### src/rtl/tpram_arbiter_pkg.sv
// Shared types and constants for the two-port RAM arbiter.
// Holds the requester-ID type and the read-issue credit limit.
package tpram_arbiter_pkg;

   typedef logic req_id_t;

   localparam int unsigned IssueCredits = 2;

   // Reads in flight or buffered, counting an output-register drain this cycle as already freed.
   function automatic logic [1:0] occupancy(logic inflight, logic rsp_valid, logic skid_valid,
                                            logic drain);
      return 2'(inflight) + 2'(rsp_valid) + 2'(skid_valid) - 2'(drain);
   endfunction

endpackage

### src/rtl/tpram_arbiter_rr_arb2.sv
// Two-way round-robin arbiter: one-hot grant, pointer flips only when both requesters compete.
module rr_arb2 (
   input  logic       clock_i,
   input  logic       reset_i,
   input  logic [1:0] valid_i,
   output logic [1:0] grant_o
);

   logic ptr_q, ptr_d;

   always_comb begin
      grant_o = 2'b00;
      ptr_d   = ptr_q;
      case (valid_i)
         2'b01: grant_o = 2'b01;
         2'b10: grant_o = 2'b10;
         2'b11: begin
            grant_o = ptr_q ? 2'b10 : 2'b01;
            ptr_d   = ~ptr_q;
         end
         default: grant_o = 2'b00;
      endcase
   end

   always_ff @(posedge clock_i) begin
      if (reset_i) begin
         ptr_q <= 1'b0;
      end else begin
         ptr_q <= ptr_d;
      end
   end

endmodule

### src/rtl/tpram_arbiter.sv
// Arbitrates two writers and two readers onto a shared two-port RAM, returning read data
// in issue order through an output register backed by a single skid entry.
module tpram_arbiter
   import tpram_arbiter_pkg::*;
#(
   parameter int unsigned DATA_WIDTH = 32,
   parameter int unsigned DEPTH      = 1024,
   localparam int unsigned AW        = $clog2(DEPTH)
) (
   input  logic                  clock_i,
   input  logic                  reset_i,
   input  logic                  w0_valid_i,
   output logic                  w0_ready_o,
   input  logic [AW-1:0]         w0_addr_i,
   input  logic [DATA_WIDTH-1:0] w0_data_i,
   input  logic                  w1_valid_i,
   output logic                  w1_ready_o,
   input  logic [AW-1:0]         w1_addr_i,
   input  logic [DATA_WIDTH-1:0] w1_data_i,
   input  logic                  r0_valid_i,
   output logic                  r0_ready_o,
   input  logic [AW-1:0]         r0_addr_i,
   input  logic                  r1_valid_i,
   output logic                  r1_ready_o,
   input  logic [AW-1:0]         r1_addr_i,
   output logic                  rsp_valid_o,
   input  logic                  rsp_ready_i,
   output logic                  rsp_id_o,
   output logic [DATA_WIDTH-1:0] rsp_data_o,
   output logic                  ram_cenb_o,
   output logic [AW-1:0]         ram_ab_o,
   output logic [DATA_WIDTH-1:0] ram_db_o,
   output logic                  ram_cena_o,
   output logic [AW-1:0]         ram_aa_o,
   input  logic [DATA_WIDTH-1:0] ram_qa_i
);

   logic [1:0] wvalid, wgrant, rvalid, rgrant;
   logic       issue_ok, drain, land;

   logic                  inflight_q, inflight_d;
   req_id_t               inflight_id_q, inflight_id_d;
   logic                  rsp_valid_q, rsp_valid_d;
   req_id_t               rsp_id_q, rsp_id_d;
   logic [DATA_WIDTH-1:0] rsp_data_q, rsp_data_d;
   logic                  skid_valid_q, skid_valid_d;
   req_id_t               skid_id_q, skid_id_d;
   logic [DATA_WIDTH-1:0] skid_data_q, skid_data_d;

   assign drain    = rsp_valid_q & rsp_ready_i;
   assign land     = inflight_q;
   assign issue_ok = occupancy(inflight_q, rsp_valid_q, skid_valid_q, drain) <
                     2'(IssueCredits);

   assign wvalid = {w1_valid_i, w0_valid_i} & {2{~reset_i}};
   assign rvalid = {r1_valid_i, r0_valid_i} & {2{~reset_i & issue_ok}};

   rr_arb2 u_wr_arb (
      .clock_i (clock_i),
      .reset_i (reset_i),
      .valid_i (wvalid),
      .grant_o (wgrant)
   );

   rr_arb2 u_rd_arb (
      .clock_i (clock_i),
      .reset_i (reset_i),
      .valid_i (rvalid),
      .grant_o (rgrant)
   );

   always_comb begin
      w0_ready_o = wgrant[0];
      w1_ready_o = wgrant[1];
      r0_ready_o = rgrant[0];
      r1_ready_o = rgrant[1];
      ram_cenb_o = ~|wgrant;
      ram_ab_o   = wgrant[1] ? w1_addr_i : w0_addr_i;
      ram_db_o   = wgrant[1] ? w1_data_i : w0_data_i;
      ram_cena_o = ~|rgrant;
      ram_aa_o   = rgrant[1] ? r1_addr_i : r0_addr_i;
   end

   always_comb begin
      inflight_d    = |rgrant;
      inflight_id_d = rgrant[1];
      rsp_valid_d   = rsp_valid_q;
      rsp_id_d      = rsp_id_q;
      rsp_data_d    = rsp_data_q;
      skid_valid_d  = skid_valid_q;
      skid_id_d     = skid_id_q;
      skid_data_d   = skid_data_q;
      if (!rsp_valid_q || rsp_ready_i) begin
         // The skid entry is older than anything landing now, so it goes out first.
         if (skid_valid_q) begin
            rsp_valid_d  = 1'b1;
            rsp_id_d     = skid_id_q;
            rsp_data_d   = skid_data_q;
            skid_valid_d = land;
            if (land) begin
               skid_id_d   = inflight_id_q;
               skid_data_d = ram_qa_i;
            end
         end else if (land) begin
            rsp_valid_d = 1'b1;
            rsp_id_d    = inflight_id_q;
            rsp_data_d  = ram_qa_i;
         end else begin
            rsp_valid_d = 1'b0;
         end
      end else if (land) begin
         skid_valid_d = 1'b1;
         skid_id_d    = inflight_id_q;
         skid_data_d  = ram_qa_i;
      end
   end

   always_ff @(posedge clock_i) begin
      if (reset_i) begin
         inflight_q    <= 1'b0;
         inflight_id_q <= 1'b0;
         rsp_valid_q   <= 1'b0;
         rsp_id_q      <= 1'b0;
         rsp_data_q    <= '0;
         skid_valid_q  <= 1'b0;
         skid_id_q     <= 1'b0;
         skid_data_q   <= '0;
      end else begin
         inflight_q    <= inflight_d;
         inflight_id_q <= inflight_id_d;
         rsp_valid_q   <= rsp_valid_d;
         rsp_id_q      <= rsp_id_d;
         rsp_data_q    <= rsp_data_d;
         skid_valid_q  <= skid_valid_d;
         skid_id_q     <= skid_id_d;
         skid_data_q   <= skid_data_d;
      end
   end

   assign rsp_valid_o = rsp_valid_q;
   assign rsp_id_o    = rsp_id_q;
   assign rsp_data_o  = rsp_data_q;

endmodule

### config.mk
export PLATFORM = sky130hd
export DESIGN_NAME = tpram_arbiter
export DESIGN_NICKNAME = d
export VERILOG_FILES = /design/src/rtl/tpram_arbiter_pkg.sv /design/src/rtl/tpram_arbiter_rr_arb2.sv /design/src/rtl/tpram_arbiter.sv
export SDC_FILE = /design/constraint.sdc
export NUM_CORES = 1
export LEC_CHECK = 0
export BUFFER_PORTS_ARGS = -buffer_cell sky130_fd_sc_hd__buf_2
export CORE_UTILIZATION = 40
export DETAILED_ROUTE_END_ITERATION = 10
export PLACE_DENSITY = 0.76
export SLEW_MARGIN = 40
export SYNTH_ARGS = -nofsm -noshare
export SYNTH_HDL_FRONTEND = slang
export SYNTH_HIERARCHICAL = 1
export SYNTH_SLANG_ARGS = --single-unit
### constraint.sdc
create_clock -name clock_i -period 2.46 [get_ports clock_i]
set_input_delay 0.123 -clock clock_i [delete_from_list [all_inputs] [get_ports clock_i]]
set_output_delay 0.123 -clock clock_i [all_outputs]
set_load 0.05 [all_outputs]
==> results.md <==
* Status: complete, but fails checks
* Violated checks: negative setup slack
* Die Height at ~100 microns
* GR Overflow Total at 0
* Crit end category: output port
* Multiplexer share of the synthesized area at 0.304
* WL final at about 13 mm
* Worst Setup SP: rsp_valid_o$_SDFFE_PP0N_
* Worst vdd ir at 391 uV
* Placed cell area at roughly 5500 sq um
* Worst-path maximum fanout at 12
* CTS tree: done
* Worst Path Arrival at around 2700 ps
* Global-route wire length before repair at approximately 18 mm
* Routed WL per cell at between 15 and 20 microns
* Initial Utilization at 0.416
* Sequential fraction of the synthesis area at 0.351
* Main combinational cell family by area after synthesis: multiplexers
* Minimum clock period at around 2800 ps
* RSZ-0062 raised after global routing: true
* Most frequent cells in the layout: buf_2, dfxtp_1, nand2b_1
* Largest net degree at the start of global routing at 56
* 1st-iter DRT viols at 139
* Max Root-Sink Buffers at 2
* # setup viols final at 13
* Slew @ Worst Pin at approximately 640 ps
* Crit-path cells: and2_4 -> ha_4 -> inv_2 -> ha_4 -> a21oi_4 -> xnor2_2 -> nor3b_2 -> buf_4 -> a21boi_4 -> buf_12 -> mux2_2 -> buf_6
* Fin nets at 767
* Synth top area share at 0.351
* Main area contributors after synthesis: dfxtp_1, mux2i_1, mux2_2
* XOR/XNOR Fraction of Synth Area at 0.00213
* CP endpoint: ram_aa_o[0]
* P&R area growth vs syn at 43.1%
* Fin area at 5870 sq um
* R2R Setup Slk at 40 ps
* Slew margin rel. at 0.574
* Fillers at approximately 830
* CTS buffer count at 9
* Compound-gate portion of the synthesized area at 0.159
* DR vias/cell at 5.01
* Synthesized area at about 4000 sq um
* Routability cong. at between 0.9 and 1
* CP Launch Type: flop
* Reg clk slew, reported paths at 80 ps
* Area of the core at approximately 9900 sq um
* Seq pwr share at 0.369
* Clock Power Share at 0.292
* Switch Pwr at between 1 and 1.5 mW
* F_max at between 0.3 and 0.4 GHz
* Routed Antenna Nets at 0
* Die width at ~100 microns
* All-Layer GR Usage at 0.233
* Vias in the first global route at between 3,000 and 4,000
* Power per Cell Area at 576 nW/um^2
* Worst path slowest cell: mux2_2
* Netlist cell types at 28
* Vias after detailed routing at roughly 3,800
* Final Non-Filler Cells at between 700 and 800
* CP required at 2340 ps
* Reg area at around 1400 sq um
* Worst hold path class: input pin to flop
* Yosys reg bits at 72
* Max-cap violations at 0
* Switching Share at 0.366
* Placed Cells at 742
* Final hold vios at 0
* Critical Path Max Stage Delay at 350 ps
* Drt pass-1 iters at 4
* Root Driver: clkbuf_8
* P_int at 2.15 mW
* Multi-input gate area at approximately 2600 sq um
* Clock skew after layout at roughly 9.7 ps
* Site Rows at 36
* IO Port Bufs at about 230
* Combinational fraction of design power at 0.339
* Later-pin clock latency in the skew report at about 340 ps
* Synth Area in Simple Gates at 0.126
* Ports at roughly 240
* Critical path's most frequent cell: ha_4
* Syn Area/Cell at 10.3 sq um
* Max Slew Vio Count at 0
* Adder-Cell Fraction of Synth Area at 0.00610
* Share of cells above drive strength 1 at 0.587
* Reg2Reg Depth at 15
* Total Die Area at 10,700 sq um
* Initial antenna violation count at 1
* Detail Placement HPWL at between 9 and 10 mm
* Clock sink total at 72
* Reg2reg end: inflight_q$_SDFF_PP0_
* Final worst setup slack at -368 ps
* Final period utilization at 1.15
* Synth warnings at 6
* Most common cell after layout, fill and taps aside: buf_2
* Setup CP Type: flop to output port
* RR Startpoint: rsp_valid_o$_SDFFE_PP0N_
* Syn_nets at 542
* Leak pwr at about 2.5 nW
* CTS H-Tree Depth at 3
* DRC errors left at 0
* Post-synthesis cell count at between 300 and 400
* Post-synth top area cell: dfxtp_1
==> layer usage <==
layer  vias to the layer above  GRT usage  part of all wire
li1                       1852          -                 -
met1                      1811      0.277              0.41
met2                       132      0.373              0.48
met3                        14      0.109             0.090
met4                         0     0.0737             0.019
met5                         -          0                 0
==> critical path, delay by kind of cell (launching register included) <==
kind	cells	cell delay (ps)
AO/OA/AOI/OAI	2	220
XOR/XNOR	1	210
adder cells (fa/ha/maj)	2	510
buffers and inverters	4	500
flip-flops	1	340
multiplexers	1	350
AND/OR/NAND/NOR	2	220
==> final cells by class <==
cell class                      count  share of cell area
Timing Repair Buffer              252               0.247
Multi-Input combinational cell    283               0.439
Tap cell                          133              0.0283
Inverter                            4             0.00256
Sequential cell                    72               0.246
Clock buffer                       11              0.0258
Antenna cell                        1            0.000426
Clock inverter                      5              0.0106
==> through the flow <==
step                      worst slack [ps]  setup TNS (ps)  power, mW  utilization  hold WS [ps]
final                                 -368           -3680       3.38        0.596          47.1
after global routing                  -460           -4950       3.54        0.596          31.1
after CTS                             -381           -3960       3.41        0.593          31.7
after detailed placement              -101            -755       2.39        0.560           405
after global placement               -29.7           -57.9       2.37        0.560           395
after floorplan                       -313           -3480       2.07            -           185
==> cell families (layout without fill, tap and decap cells) <==
family | Yosys count | count (layout)
AND/OR/NAND/NOR | 84 | 84
adder cells (fa/ha/maj) | 2 | 2
other | 0 | 1
flip-flops | 72 | 72
AO/OA/AOI/OAI | 78 | 78
XOR/XNOR | 1 | 1
multiplexers | 118 | 118
buffers and inverters | 42 | 272
==> how the worst min path moves through the flow <==
stage | cells after the start | slack [ps] | to | start
2_1_floorplan | 1 | 190 | u_rd_arb/ptr_q$_SDFFE_PP0N_ | reset_i
3_3_place_gp | 3 | 400 | skid_data_q[7]$_SDFFE_PP0P_ | ram_qa_i[7]
3_5_place_dp | 3 | 410 | skid_data_q[4]$_SDFFE_PP0P_ | ram_qa_i[4]
4_1_cts | 3 | 30 | skid_data_q[24]$_SDFFE_PP0P_ | ram_qa_i[24]
5_1_grt | 3 | 30 | skid_data_q[19]$_SDFFE_PP0P_ | ram_qa_i[19]
6_report | 3 | 50 | skid_data_q[7]$_SDFFE_PP0P_ | ram_qa_i[7]
==> synthesized netlist by cell type <==
library cell   n
buf_4          3
buf_1          1
and2_1         1
mux2_2        52
or2_1          1
buf_2          5
clkbuf_1      24
o21ai_0        1
dfxtp_1       72
a211oi_2      30
nor3b_1        2
inv_1          4
and2_4         1
buf_6          5
nand2_1        1
a21oi_1       35
mux2i_1       66
nor2b_1        4
a21oi_2        2
ha_1           2
a21bo_1        2
a21boi_0       4
a211oi_1       3
xnor2_1        1
nor2_1         5
nand2b_1      67
o21a_1         1
nand3b_1       2
==> power by group through the flow <==
stage / combinational (mW) / clock (mW) / sequential, mW
after floorplan: 0.631 / 0 / 1.44
after global placement: 1.09 / 0 / 1.27
after detailed placement: 1.11 / 0 / 1.27
after CTS: 1.15 / 1.02 / 1.25
after global routing: 1.21 / 1.07 / 1.25
final: 1.15 / 0.990 / 1.25
==> timing repair <==
item / in CTS / in global routing
hold buffers: 0 / 0
buffers inserted: 1 / 1
endpoints found under the hold margin: 0 / 0
pin swaps: 0 / 1
resized for setup: 30 / 3
setup endpoints to repair: 13 / 13
(Power assumes the default switching activity.)
